$ cat src/rtl/intmul_pkg.sv
// Shared constants and encodings for the iterative signed multiplier.
package intmul_pkg;

  localparam int WIDTH_DEF = 32;
  localparam int SKIP_BITS = 4;

  typedef enum logic [1:0] {
    IDLE = 2'd0,
    CALC = 2'd1,
    DONE = 2'd2
  } state_t;

  // Kind of work the datapath asks for in the current CALC cycle.
  typedef enum logic [1:0] {
    STEP_BIT  = 2'd0,
    STEP_SKIP = 2'd1,
    STEP_STOP = 2'd2
  } step_t;

endpackage

$ cat src/rtl/intmul_varlat_dpath.sv
// Magnitude shift-add datapath with sign fix-up of the final product.
// INTMUL_ZERO_SKIP_EN: enables zero-nibble skip and early stop when b runs out.
module intmul_varlat_dpath
  import intmul_pkg::*;
#(
  parameter int WIDTH = WIDTH_DEF
) (
  input  logic               clk,
  input  logic               reset,
  input  logic               i_load,
  input  logic               i_iter,
  input  logic               i_skip,
  input  logic               i_finish,
  input  logic [WIDTH-1:0]   i_op_a,
  input  logic [WIDTH-1:0]   i_op_b,
  output logic [1:0]         o_step,
  output logic [2*WIDTH-1:0] o_prod
);

  logic [2*WIDTH-1:0] r_a;
  logic [2*WIDTH-1:0] r_acc;
  logic [2*WIDTH-1:0] r_prod;
  logic [WIDTH-1:0]   r_b;
  logic               r_neg;
  logic [2*WIDTH-1:0] w_acc_next;
  logic [WIDTH-1:0]   w_mag_a;
  logic [WIDTH-1:0]   w_mag_b;

  // The most negative operand negates to itself, which is its correct unsigned magnitude.
  assign w_mag_a    = i_op_a[WIDTH-1] ? -i_op_a : i_op_a;
  assign w_mag_b    = i_op_b[WIDTH-1] ? -i_op_b : i_op_b;
  assign w_acc_next = (i_iter && r_b[0]) ? r_acc + r_a : r_acc;
  assign o_prod     = r_prod;

  always_comb begin
    o_step = STEP_BIT;
`ifdef INTMUL_ZERO_SKIP_EN
    if (r_b == '0) begin
      o_step = STEP_STOP;
    end else if (r_b[SKIP_BITS-1:0] == '0) begin
      o_step = STEP_SKIP;
    end
`endif
  end

  always_ff @(posedge clk) begin
    if (reset) begin
      r_a    <= '0;
      r_b    <= '0;
      r_acc  <= '0;
      r_neg  <= 1'b0;
      r_prod <= '0;
    end else begin
      if (i_load) begin
        r_a   <= {{WIDTH{1'b0}}, w_mag_a};
        r_b   <= w_mag_b;
        r_acc <= '0;
        r_neg <= i_op_a[WIDTH-1] ^ i_op_b[WIDTH-1];
      end else if (i_iter) begin
        r_acc <= w_acc_next;
        r_a   <= r_a << 1;
        r_b   <= r_b >> 1;
      end else if (i_skip) begin
        r_a <= r_a << SKIP_BITS;
        r_b <= r_b >> SKIP_BITS;
      end
      // Product is captured on the edge entering DONE so it is valid during commit.
      if (i_finish) begin
        r_prod <= r_neg ? -w_acc_next : w_acc_next;
      end
    end
  end

endmodule

$ cat src/rtl/intmul_varlat_iter.sv
// Iterative signed multiplier: operand handshake, iteration FSM and count.
// Latency depends on INTMUL_ZERO_SKIP_EN (see datapath); products do not.
//
// state | meaning
// IDLE  | ready for an operand pair
// CALC  | one shift-add (or skip) step per cycle
// DONE  | commit pulse, longP carries the new product
module intmul_varlat_iter
  import intmul_pkg::*;
#(
  parameter int WIDTH = WIDTH_DEF
) (
  input  logic               clk,
  input  logic               reset,
  input  logic [WIDTH-1:0]   intA,
  input  logic [WIDTH-1:0]   intB,
  input  logic               val_op,
  output logic               oprand_rdy,
  output logic [2*WIDTH-1:0] longP,
  output logic               commit
);

  localparam int                CNT_W     = $clog2(WIDTH) + 1;
  localparam logic [CNT_W-1:0]  CNT_MAX   = CNT_W'(WIDTH);
  localparam logic [CNT_W-1:0]  CNT_ONE   = CNT_W'(1);
  localparam logic [CNT_W-1:0]  CNT_SKIP  = CNT_W'(SKIP_BITS);

  state_t           r_state;
  state_t           w_state_next;
  logic [CNT_W-1:0] r_count;
  logic [CNT_W-1:0] w_count_next;
  logic             w_load;
  logic             w_iter;
  logic             w_skip;
  logic             w_finish;
  logic [1:0]       w_step;

  intmul_varlat_dpath #(.WIDTH(WIDTH)) u_dpath (
    .clk      (clk),
    .reset    (reset),
    .i_load   (w_load),
    .i_iter   (w_iter),
    .i_skip   (w_skip),
    .i_finish (w_finish),
    .i_op_a   (intA),
    .i_op_b   (intB),
    .o_step   (w_step),
    .o_prod   (longP)
  );

  assign oprand_rdy = !reset && (r_state == IDLE);
  assign commit     = !reset && (r_state == DONE);

  always_comb begin
    w_state_next = r_state;
    w_count_next = r_count;
    w_load       = 1'b0;
    w_iter       = 1'b0;
    w_skip       = 1'b0;
    w_finish     = 1'b0;
    case (r_state)
      IDLE: begin
        if (val_op) begin
          w_load       = 1'b1;
          w_count_next = '0;
          w_state_next = CALC;
        end
      end
      CALC: begin
        if (w_step == STEP_STOP) begin
          w_finish     = 1'b1;
          w_state_next = DONE;
        end else begin
          if (w_step == STEP_SKIP) begin
            w_skip       = 1'b1;
            w_count_next = r_count + CNT_SKIP;
          end else begin
            w_iter       = 1'b1;
            w_count_next = r_count + CNT_ONE;
          end
          if (w_count_next >= CNT_MAX) begin
            w_finish     = 1'b1;
            w_state_next = DONE;
          end
        end
      end
      DONE: begin
        w_state_next = IDLE;
      end
      default: begin
        w_state_next = IDLE;
      end
    endcase
  end

  always_ff @(posedge clk) begin
    if (reset) begin
      r_state <= IDLE;
      r_count <= '0;
    end else begin
      r_state <= w_state_next;
      r_count <= w_count_next;
    end
  end

endmodule

$ cat config.mk
export PLATFORM = sky130hd
export DESIGN_NAME = intmul_varlat_iter
export DESIGN_NICKNAME = d
export VERILOG_FILES = /design/src/rtl/intmul_pkg.sv /design/src/rtl/intmul_varlat_dpath.sv /design/src/rtl/intmul_varlat_iter.sv
export SDC_FILE = /design/constraint.sdc
export NUM_CORES = 1
export LEC_CHECK = 0
export ABC_AREA = 0
export CAP_MARGIN = 20
export CORE_MARGIN = 2
export CORE_UTILIZATION = 64
export DETAILED_ROUTE_END_ITERATION = 16
export HOLD_SLACK_MARGIN = 0.06
export PLACE_DENSITY = 0.86
export RECOVER_POWER = 50
export SLEW_MARGIN = 20
export SYNTH_ARGS = -nofsm -noshare
export SYNTH_HDL_FRONTEND = slang
export SYNTH_SLANG_ARGS = --single-unit
$ cat constraint.sdc
create_clock -name clk -period 12.1 [get_ports clk]
set_input_delay 2.42 -clock clk [delete_from_list [all_inputs] [get_ports clk]]
set_output_delay 2.42 -clock clk [all_outputs]
set_load 0.005 [all_outputs]
==> out/qor.csv, run 1 <==
stage,metric,value,unit
cts,clock-root-buffer,clkbuf_16,
hold_path,hold_end,u_dpath.o_prod[22],
worst_setup_path,cp-start-kind,flop,
cells_and_area,fin_nets,2379,
hold_path,whs_path_depth,2,
hold_path,min-delay-start,u_dpath.o_prod[22],
cts,clockBufferDepth,3,
place,place_area,0.0175,sq mm
synth,synth_cell_types,89,
worst_setup_path,cp_data_required_time,12.50,ns
synth,yosys_warnings,0,
place,dp_hpwl,38200,um
cells_and_area,final_cell_area,0.0184,sq mm
run,maxCapViolations,5,
hold_path,min_path_type,reg -> reg,
run_status,violations,"capacitance limit, slew limit",
floorplan,core_area,0.0250,sq mm
timing,rsz0062_at_grt,false,
pwr,pwr_density_cell,109,mW/mm^2
cts,clk_pin_slew,0.06,ns
grt,antenna_found_initial,0,
cells_and_area,final_cell_mix,"nand2_1, dfxtp_1, nor2_1",
worst_setup_path,rr_endpoint,u_dpath.o_prod[62],
grt,busiest_layer,met2,
synth,synth_top_cell_area_share,28.9,%
timing,fin_crit,7.55,ns
floorplan,ios,133,
cells_and_area,syn_to_final_growth,14.1,%
worst_setup_path,cp.arrival,7.95,ns
pwr,ir_worst_vdd,0.0935,mV
worst_setup_path,crit_type,reg -> reg,
timing,setup_violations,0,
timing,skew,0.0243,ns
cts,htreeDepth,1,
synth,ys.flop_type,dfxtp_1,
cells_and_area,fill_cells,2002,
worst_setup_path,r2r_setup_slack,4.55,ns
synth,ys_seq_area_share,28.9,%
worst_setup_path,timing.rr.start,r_state[0],
routing,firstDrtPassIters,6,
grt,gr-usage-met1,47.1,%
timing,slew_viol_final,287,
synth,async_flop_share,0,%
timing,finalSetupTns,0,ns
cells_and_area,drive_gt1_share,5.17,%
place,port_buffers,132,
grt,use_met2,62.7,%
grt,grt_pass1_vias,15700,
timing,finalHoldViolations,0,
grt,grt_pass1_wl,81100,um
timing,max_slew_margin,-118,%
floorplan,dieArea,0.0265,sq mm
run_status,status,finished with violations,
cts,cts_buffers,27,
grt,grt_usage,37.8,%
pwr,leakage,6.89,nW
timing,finalWorstSetupSlack,4.55,ns
floorplan,rows,58,
routing,vias_per_cell,6.49,
cells_and_area,num_antenna_cells,0,
synth,ys_seq_elements,233,
cts,clkLatencyLatePin,0.57,ns
synth,syn-instance-count,2208,
floorplan,die_y,163,um
grt,use_met3,5.30,%
routing,drc,0,
grt,grt_max_degree,96,
cts,cts_resized,0,
cts,cts_setup_buffers,0,
timing,worst_slew_pin_slew,3.28,ns
place,place_congestion,1.02,
routing,vias,16800,
synth,yosys-top-cells-area,"dfxtp_1, nand2_1, xnor2_1",
timing,clock.fmax,132,MHz
synth,synth_area_leader_cell,dfxtp_1,
floorplan,start_util,64.7,%
floorplan,die_w,163,um
routing,drt_iter0_markers,1602,
routing,routed_wl,51900,um
cells_and_area,layout_commonest_cell,nand2_1,
routing,antenna_left,0,
routing,avgRoutedWirePerCell,20.0,um
synth,syn-num-nets,2343,
cts,cts_tree,yes,
cts,numClockSinks,233,
grt,grt-ovfl-total,0,
synth,netlist_area,0.0162,sq mm
place,preCtsSetupSlack,5.89,ns
synth,avgSynthCellArea,7.32,sq um
cts,hold_buffers,0,
worst_setup_path,r2r_cells,12,
worst_setup_path,path_max_fanout,35,
timing,finalCritPeriodShare,62.4,%
worst_setup_path,setup.worst_path.end_class,flop,
synth,synth_edf_count,0,
==> worst max-delay path, cell delays in order, from the launching register on <==
cell and delay (ns):
dfxtp_1 0.47, nor2b_1 2.16, nand2_1 1.27, a22o_1 0.50
nor2_1 0.28, nor4b_1 0.51, nand2_1 0.31, nor4_2 0.43
nand2_1 0.28, or3_1 0.45, o31ai_1 0.36, xnor2_1 0.18
o21ai_0 0.13
==> registers in the layout (all words and copies together), names as in the netlist <==
name	count
u_dpath.r_a	64
u_dpath.r_b	32
u_dpath.r_acc	64
r_state	2
u_dpath.o_prod	64
r_count	6
u_dpath.r_neg	1
==> how the worst max path moves through the flow <==
stage | startpoint | end
floorplan | reset | oprand_rdy
global placement | intA[4] | u_dpath.r_a[25]
detailed placement | intA[4] | u_dpath.r_a[27]
CTS | reset | commit
global route | r_state[0] | u_dpath.o_prod[59]
finish | r_state[0] | u_dpath.o_prod[62]
==> synthesized netlist by cell type, types with 14 or more instances <==
cell type	count
a211oi_1	18
a21o_1	20
a21oi_1	192
a311oi_1	59
a31oi_1	22
and3_1	14
buf_1	14
clkbuf_1	114
dfxtp_1	233
ha_1	67
inv_1	26
mux2i_1	29
nand2_1	445
nand2b_1	22
nand3_1	39
nand4_1	38
nor2_1	211
nor2b_1	22
nor3_1	32
o21ai_0	133
o31ai_1	39
o41ai_1	16
or3_1	34
or4_1	14
xnor2_1	115
xor2_1	34
==> cell type report <==
type	instances	area [sq um]	area share [%]
Multi-Input combinational cell	1809	10900	58.9
Sequential cell	233	4670	25.3
Timing Repair Buffer	147	1410	7.65
Clock buffer	35	756	4.10
Tap cell	330	413	2.24
Clock inverter	15	231	1.26
Inverter	26	97.6	0.529
==> power by group <==
| part | internal (mW) | switching [mW] |
|---|---|---|
| Clock | 0.550 | 0.352 |
| Combinational | 0.110 | 0.193 |
| Sequential | 0.790 | 0.0197 |
| Total | 1.45 | 0.565 |
==> per-layer routing <==
metal	routed length (um)	vias up
met4	3220	0
met1	20900	7928
li1	-	7983
met5	0	-
met2	24100	748
met3	3670	186
==> kinds of logic after synthesis <==
group,Yosys count,share of synthesized area (%)
and+or+nand+nor,949,27.0
AOI/OAI and AO/OA,610,24.7
DFF,233,28.9
buffers and inverters,166,4.03
xor gates and xnor gates,149,8.07
adders and majority gates,68,5.31
muxes,33,2.07
==> stage by stage <==
step / cells / total power, mW / utilization, % / hold slack (ns)
6_report: 2595 / 2.01 / 73.9 / 0.450
5_1_grt: 2595 / 2.07 / 73.9 / 0.464
4_1_cts: 2595 / 2.01 / 74.0 / 0.455
3_5_place_dp: 2545 / 1.12 / 70.1 / 0.446
3_3_place_gp: 2545 / 1.11 / 70.1 / 0.435
2_1_floorplan: 2208 / 1.03 / - / 0.442
Note: power is estimated with default switching activity, not from simulation.
==> run 2, diff against run 1 <==
--- a/config.mk
+++ b/config.mk
@@ -8,10 +8,10 @@
 export ABC_AREA = 0
 export CAP_MARGIN = 20
 export CORE_MARGIN = 2
-export CORE_UTILIZATION = 64
+export CORE_UTILIZATION = 60
 export DETAILED_ROUTE_END_ITERATION = 16
 export HOLD_SLACK_MARGIN = 0.06
-export PLACE_DENSITY = 0.86
+export PLACE_DENSITY = 0.81
 export RECOVER_POWER = 50
 export SLEW_MARGIN = 20
 export SYNTH_ARGS = -nofsm -noshare
==> constraint.sdc (replaced) <==
create_clock -name clk -period 7.3 [get_ports clk]
set_input_delay 1.46 -clock clk [delete_from_list [all_inputs] [get_ports clk]]
set_output_delay 1.46 -clock clk [all_outputs]
set_load 0.005 [all_outputs]
==> run 2 against run 1 <==
Against the previous run:
- the run still ends with capacitance limit, slew limit left
- first-iteration DRC count fell by 3.7%
- total power rose by 66%
- register-to-register slack got worse by 2.3 ns
- largest power group unchanged
- cell count rose by 0.31%
- sequential cell count did not move
- non-clock buffer count fell by 1
- largest cell class unchanged
- clock power rose by 67%
- critical path type is now in -> reg
- design area rose by 0.22%
==> out/qor.csv, run 2 (synthesized netlist as in run 1, its figures left out) <==
stage,metric,value,unit
routing,drt_iter0_markers,1542,
grt,antenna_found_initial,0,
worst_setup_path,r2r_cells,14,
floorplan,ios,133,
routing,avgRoutedWirePerCell,19.9,um
cts,cts_tree,yes,
hold_path,min_path_type,reg -> reg,
cts,hold_buffers,0,
timing,finalSetupTns,0,ns
routing,antenna_left,0,
timing,finalHoldViolations,0,
worst_setup_path,setup.worst_path.end_class,flop,
pwr,leakage,6.92,nW
cts,numClockSinks,233,
floorplan,die_w,168,um
cells_and_area,layout_commonest_cell,nand2_1,
worst_setup_path,path_max_fanout,72,
routing,firstDrtPassIters,5,
routing,vias_per_cell,6.41,
grt,grt-ovfl-total,0,
cts,htreeDepth,1,
timing,skew,0.0143,ns
cts,clockBufferDepth,3,
run_status,violations,"capacitance limit, slew limit",
pwr,pwr_density_cell,182,mW/mm^2
cells_and_area,fill_cells,2296,
floorplan,rows,60,
cts,clkLatencyLatePin,0.55,ns
timing,setup_violations,0,
floorplan,core_area,0.0267,sq mm
pwr,swShare,27.1,%
place,preCtsSetupSlack,2.04,ns
timing,clock.fmax,173,MHz
hold_path,whs_path_depth,2,
grt,grt_usage,35.6,%
pwr,combPwrFrac,15.0,%
floorplan,dieArea,0.0283,sq mm
worst_setup_path,cp.arrival,6.20,ns
cts,clock-root-buffer,clkbuf_16,
timing,fin_crit,5.79,ns
place,place_congestion,1.00,
pwr,p_switching,0.911,mW
timing,finalWorstSetupSlack,1.51,ns
pwr,intPower,2.44,mW
cts,cts_buffers,26,
cts,cts_setup_buffers,0,
pwr,ir_worst_vdd,0.155,mV
run,maxCapViolations,2,
routing,drc,0,
timing,finalCritPeriodShare,79.3,%
cells_and_area,drive_gt1_share,5.26,%
cells_and_area,final_core_util,69.1,%
worst_setup_path,crit_type,in -> reg,
routing,routed_wl,51900,um
place,port_buffers,132,
place,dp_hpwl,39200,um
grt,grt_pass1_vias,15300,
floorplan,start_util,60.5,%
worst_setup_path,cp-start-kind,input port,
pwr,p_seq_share,40.0,%
routing,vias,16700,
timing,worst_slew_pin_slew,3.07,ns
floorplan,die_y,168,um
timing,max_slew_margin,-105,%
cells_and_area,num_antenna_cells,0,
cells_and_area,final_cell_mix,"nand2_1, dfxtp_1, nor2_1",
pwr,power.share.clock,45.0,%
timing,slew_viol_final,123,
cts,cts_resized,0,
cells_and_area,fin_nets,2377,
grt,grt_max_degree,102,
cts,clk_pin_slew,0.06,ns
cells_and_area,syn_to_final_growth,14.3,%
grt,grt_pass1_wl,81100,um
timing,rsz0062_at_grt,false,
run_status,status,finished with violations,
worst_setup_path,cp_data_required_time,7.72,ns
==> run 2: changes by cell type in the layout (fill, tap and decap cells not counted), moves of 2 or more <==
cell / delta
clkinvlp_4: -3
clkbuf_1: -2
clkbuf_8: -2
bufinv_16: +2
==> run 2: cell type report <==
| cell class | instances | area [sq um] | share of cell area, % |
|---|---|---|---|
| Sequential cell | 233 | 4670 | 25.3 |
| Multi-Input combinational cell | 1809 | 10900 | 58.9 |
| Clock buffer | 34 | 732 | 3.96 |
| Clock inverter | 14 | 254 | 1.37 |
| Tap cell | 341 | 427 | 2.31 |
| Inverter | 26 | 97.6 | 0.528 |
| Timing Repair Buffer | 146 | 1430 | 7.73 |
==> run 2: power by group through the flow <==
stage	clock network, mW	logic (mW)	registers, mW
after detailed placement	0	0.494	1.37
after global placement	0	0.482	1.37
after floorplan	0	0.353	1.36
after CTS	1.52	0.497	1.34
final	1.51	0.502	1.34
after global routing	1.57	0.548	1.34
==> run 2: critical path: stages <==
cell,delay [ns]
clkbuf_1,2.12
buf_4,0.73
nand2b_2,1.20
buf_4,0.50
a21oi_1,0.08
==> run 2: metrics by stage <==
step / std cells / hold WS (ns) / cell area [sq um] / power, mW
after global routing: 2603 / 0.472 / 18500 / 3.46
after floorplan: 2208 / 0.442 / 16200 / 1.71
after detailed placement: 2555 / 0.445 / 17500 / 1.86
after CTS: 2603 / 0.454 / 18500 / 3.36
final: 2603 / 0.451 / 18500 / 3.35
after global placement: 2555 / 0.435 / 17500 / 1.85
==> run 2: worst paths after layout <==
check	startpoint	to	slack, ns
worst max register to register	u_dpath.r_acc[35]	u_dpath.o_prod[54]	2.26
worst min register to register	u_dpath.o_prod[35]	u_dpath.o_prod[35]	0.45
worst max-delay path	reset	u_dpath.r_a[60]	1.51
worst min-delay path	u_dpath.o_prod[35]	u_dpath.o_prod[35]	0.45
==> run 2: layer usage <==
layer | GRT usage, % | share of wire, %
met1 | 44.5 | 41
met2 | 60.8 | 47
met3 | 4.33 | 6.7
met5 | 0 | 0
met4 | 17.6 | 5.3
==> run 3, diff against run 2 <==
==> constraint.sdc (replaced) <==
create_clock -name clk -period 6.1 [get_ports clk]
set_input_delay 1.22 -clock clk [delete_from_list [all_inputs] [get_ports clk]]
set_output_delay 1.22 -clock clk [all_outputs]
set_load 0.005 [all_outputs]
==> run 3 against run 2 <==
Against the previous run:
- sequential share of layout area is essentially flat
- total power grew 19%
- critical path depth shrank 1
- setup slack lost 0.72 ns
- critical path type unchanged
- register-to-register slack lost 1.1 ns
- the flow still finishes with violations (capacitance limit, slew limit)
- first-iteration DRC count shrank 6.4%
- sequential cell count is the same
- design area grew 0.13%
- non-clock buffer count grew 5
- routed wire length shrank 0.60%
==> out/qor.csv, run 3 (synthesized netlist as in run 1, its figures left out) <==
stage,metric,value,unit
run_status,status,finished with violations,
run_status,violations,"capacitance limit, slew limit",
worst_setup_path,setup.worst_path.end_class,flop,
pwr,power.total,3.99,mW
floorplan,die_y,168,um
cts,hold_buffers,0,
place,preCtsSetupSlack,1.11,ns
cts,cts_tree,yes,
hold_path,min_path_type,reg -> reg,
cts,clock-root-buffer,clkbuf_16,
cts,clkLatencyLatePin,0.55,ns
routing,vias_per_cell,6.35,
grt,grt_max_degree,98,
hold_path,whs_path_depth,2,
floorplan,dieArea,0.0283,sq mm
floorplan,die_w,168,um
routing,firstDrtPassIters,5,
timing,max_slew_margin,-90.1,%
worst_setup_path,cp_data_required_time,6.50,ns
floorplan,start_util,60.5,%
timing,finalWorstSetupSlack,0.792,ns
timing,slew_viol_final,174,
worst_setup_path,rr_endpoint,u_dpath.o_prod[63],
place,port_buffers,132,
pwr,leakage,6.93,nW
routing,drt_iter0_markers,1443,
cts,numClockSinks,233,
pwr,ir_worst_vdd,0.186,mV
place,dp_hpwl,38900,um
hold_path,min-delay-start,u_dpath.o_prod[43],
routing,wl_met2,24400,um
worst_setup_path,timing.rr.start,u_dpath.r_acc[0],
timing,rsz0062_at_grt,false,
pwr,pwr_density_cell,216,mW/mm^2
cts,clk_pin_slew,0.06,ns
cells_and_area,layout_commonest_cell,nand2_1,
timing,finalHoldViolations,0,
worst_setup_path,r2r_setup_slack,1.17,ns
run,maxCapViolations,3,
routing,top_layer,met4,
worst_setup_path,cp-start-kind,input port,
hold_path,hold_end,u_dpath.o_prod[43],
timing,skew,0.0115,ns
floorplan,core_area,0.0267,sq mm
cells_and_area,final_core_util,69.2,%
pwr,swShare,27.6,%
grt,grt_pass1_wl,81700,um
routing,antenna_left,0,
worst_setup_path,path_max_fanout,55,
routing,avgRoutedWirePerCell,19.8,um
worst_setup_path,crit_type,in -> reg,
cells_and_area,fin_nets,2383,
pwr,p_seq_share,40.2,%
cts,cts_resized,0,
pwr,power.share.clock,44.6,%
timing,finalSetupTns,0,ns
cts,cts_setup_buffers,0,
timing,finalCritPeriodShare,87.0,%
cells_and_area,syn_to_final_growth,14.5,%
worst_setup_path,r2r_cells,14,
grt,grt-ovfl-total,0,
timing,clock.fmax,188,MHz
cts,htreeDepth,1,
routing,wl_met3,3090,um
cts,clockBufferDepth,3,
timing,fin_crit,5.31,ns
floorplan,rows,60,
routing,met1_length,21100,um
timing,worst_slew_pin_slew,2.85,ns
cts,cts_buffers,27,
routing,drc,0,
pwr,intPower,2.89,mW
cells_and_area,drive_gt1_share,5.38,%
grt,antenna_found_initial,0,
cells_and_area,final_cell_mix,"nand2_1, dfxtp_1, nor2_1",
cells_and_area,num_antenna_cells,0,
place,place_congestion,1.02,
pwr,combPwrFrac,15.2,%
routing,routed_wl,51600,um
worst_setup_path,cp.arrival,5.71,ns
grt,grt_usage,35.6,%
timing,setup_violations,0,
floorplan,ios,133,
pwr,p_switching,1.10,mW
routing,vias,16600,
grt,grt_pass1_vias,15800,
[run 3: worst max-delay path, cell delays in order]
cell and delay [ns]:
clkbuf_1 1.91, nand2b_1 1.89, buf_4 0.52, nor2_1 0.10
[run 3: layout make-up]
cell class                 instances  area, sq um
multi-input combinational       1809        10900
fill                            2299         8220
sequential                       233         4670
timing repair buffer             151         1470
clock buffer                      31          721
tap                              341          427
clock inverter                    16          249
inverter                          26         97.6
[run 3: power by group through the flow]
| stage | Sequential [mW] | Clock, mW | Combinational [mW] |
|---|---|---|---|
| after detailed placement | 1.64 | 0 | 0.589 |
| after floorplan | 1.62 | 0 | 0.422 |
| final | 1.61 | 1.78 | 0.605 |
| after CTS | 1.60 | 1.79 | 0.593 |
| after global placement | 1.64 | 0 | 0.577 |
| after global routing | 1.61 | 1.84 | 0.662 |
[run 3: through the flow]
stage | area [sq um] | hold slack [ns] | std cells
6_report | 18500 | 0.447 | 2607
3_3_place_gp | 17500 | 0.435 | 2558
2_1_floorplan | 16200 | 0.442 | 2208
4_1_cts | 18500 | 0.452 | 2605
3_5_place_dp | 17500 | 0.443 | 2558
5_1_grt | 18500 | 0.466 | 2607
[run 3: worst max path at each step]
stage | from | endpoint | slack (ns) | cells after the start
2_1_floorplan | r_state[0] | u_dpath.o_prod[56] | 0.80 | 20
3_3_place_gp | intA[4] | u_dpath.r_a[27] | 1.20 | 10
3_5_place_dp | intA[4] | u_dpath.r_a[29] | 1.11 | 10
4_1_cts | u_dpath.r_acc[0] | u_dpath.o_prod[59] | 1.36 | 14
5_1_grt | reset | u_dpath.r_acc[60] | 0.52 | 4
6_report | reset | u_dpath.r_acc[60] | 0.79 | 4
[run 3: layer usage]
layer / GRT usage (%) / up-vias
li1: - / 7992
met1: 43.2 / 7782
met2: 61.6 / 641
met3: 4.44 / 150
met4: 19.3 / 0
met5: 0 / -
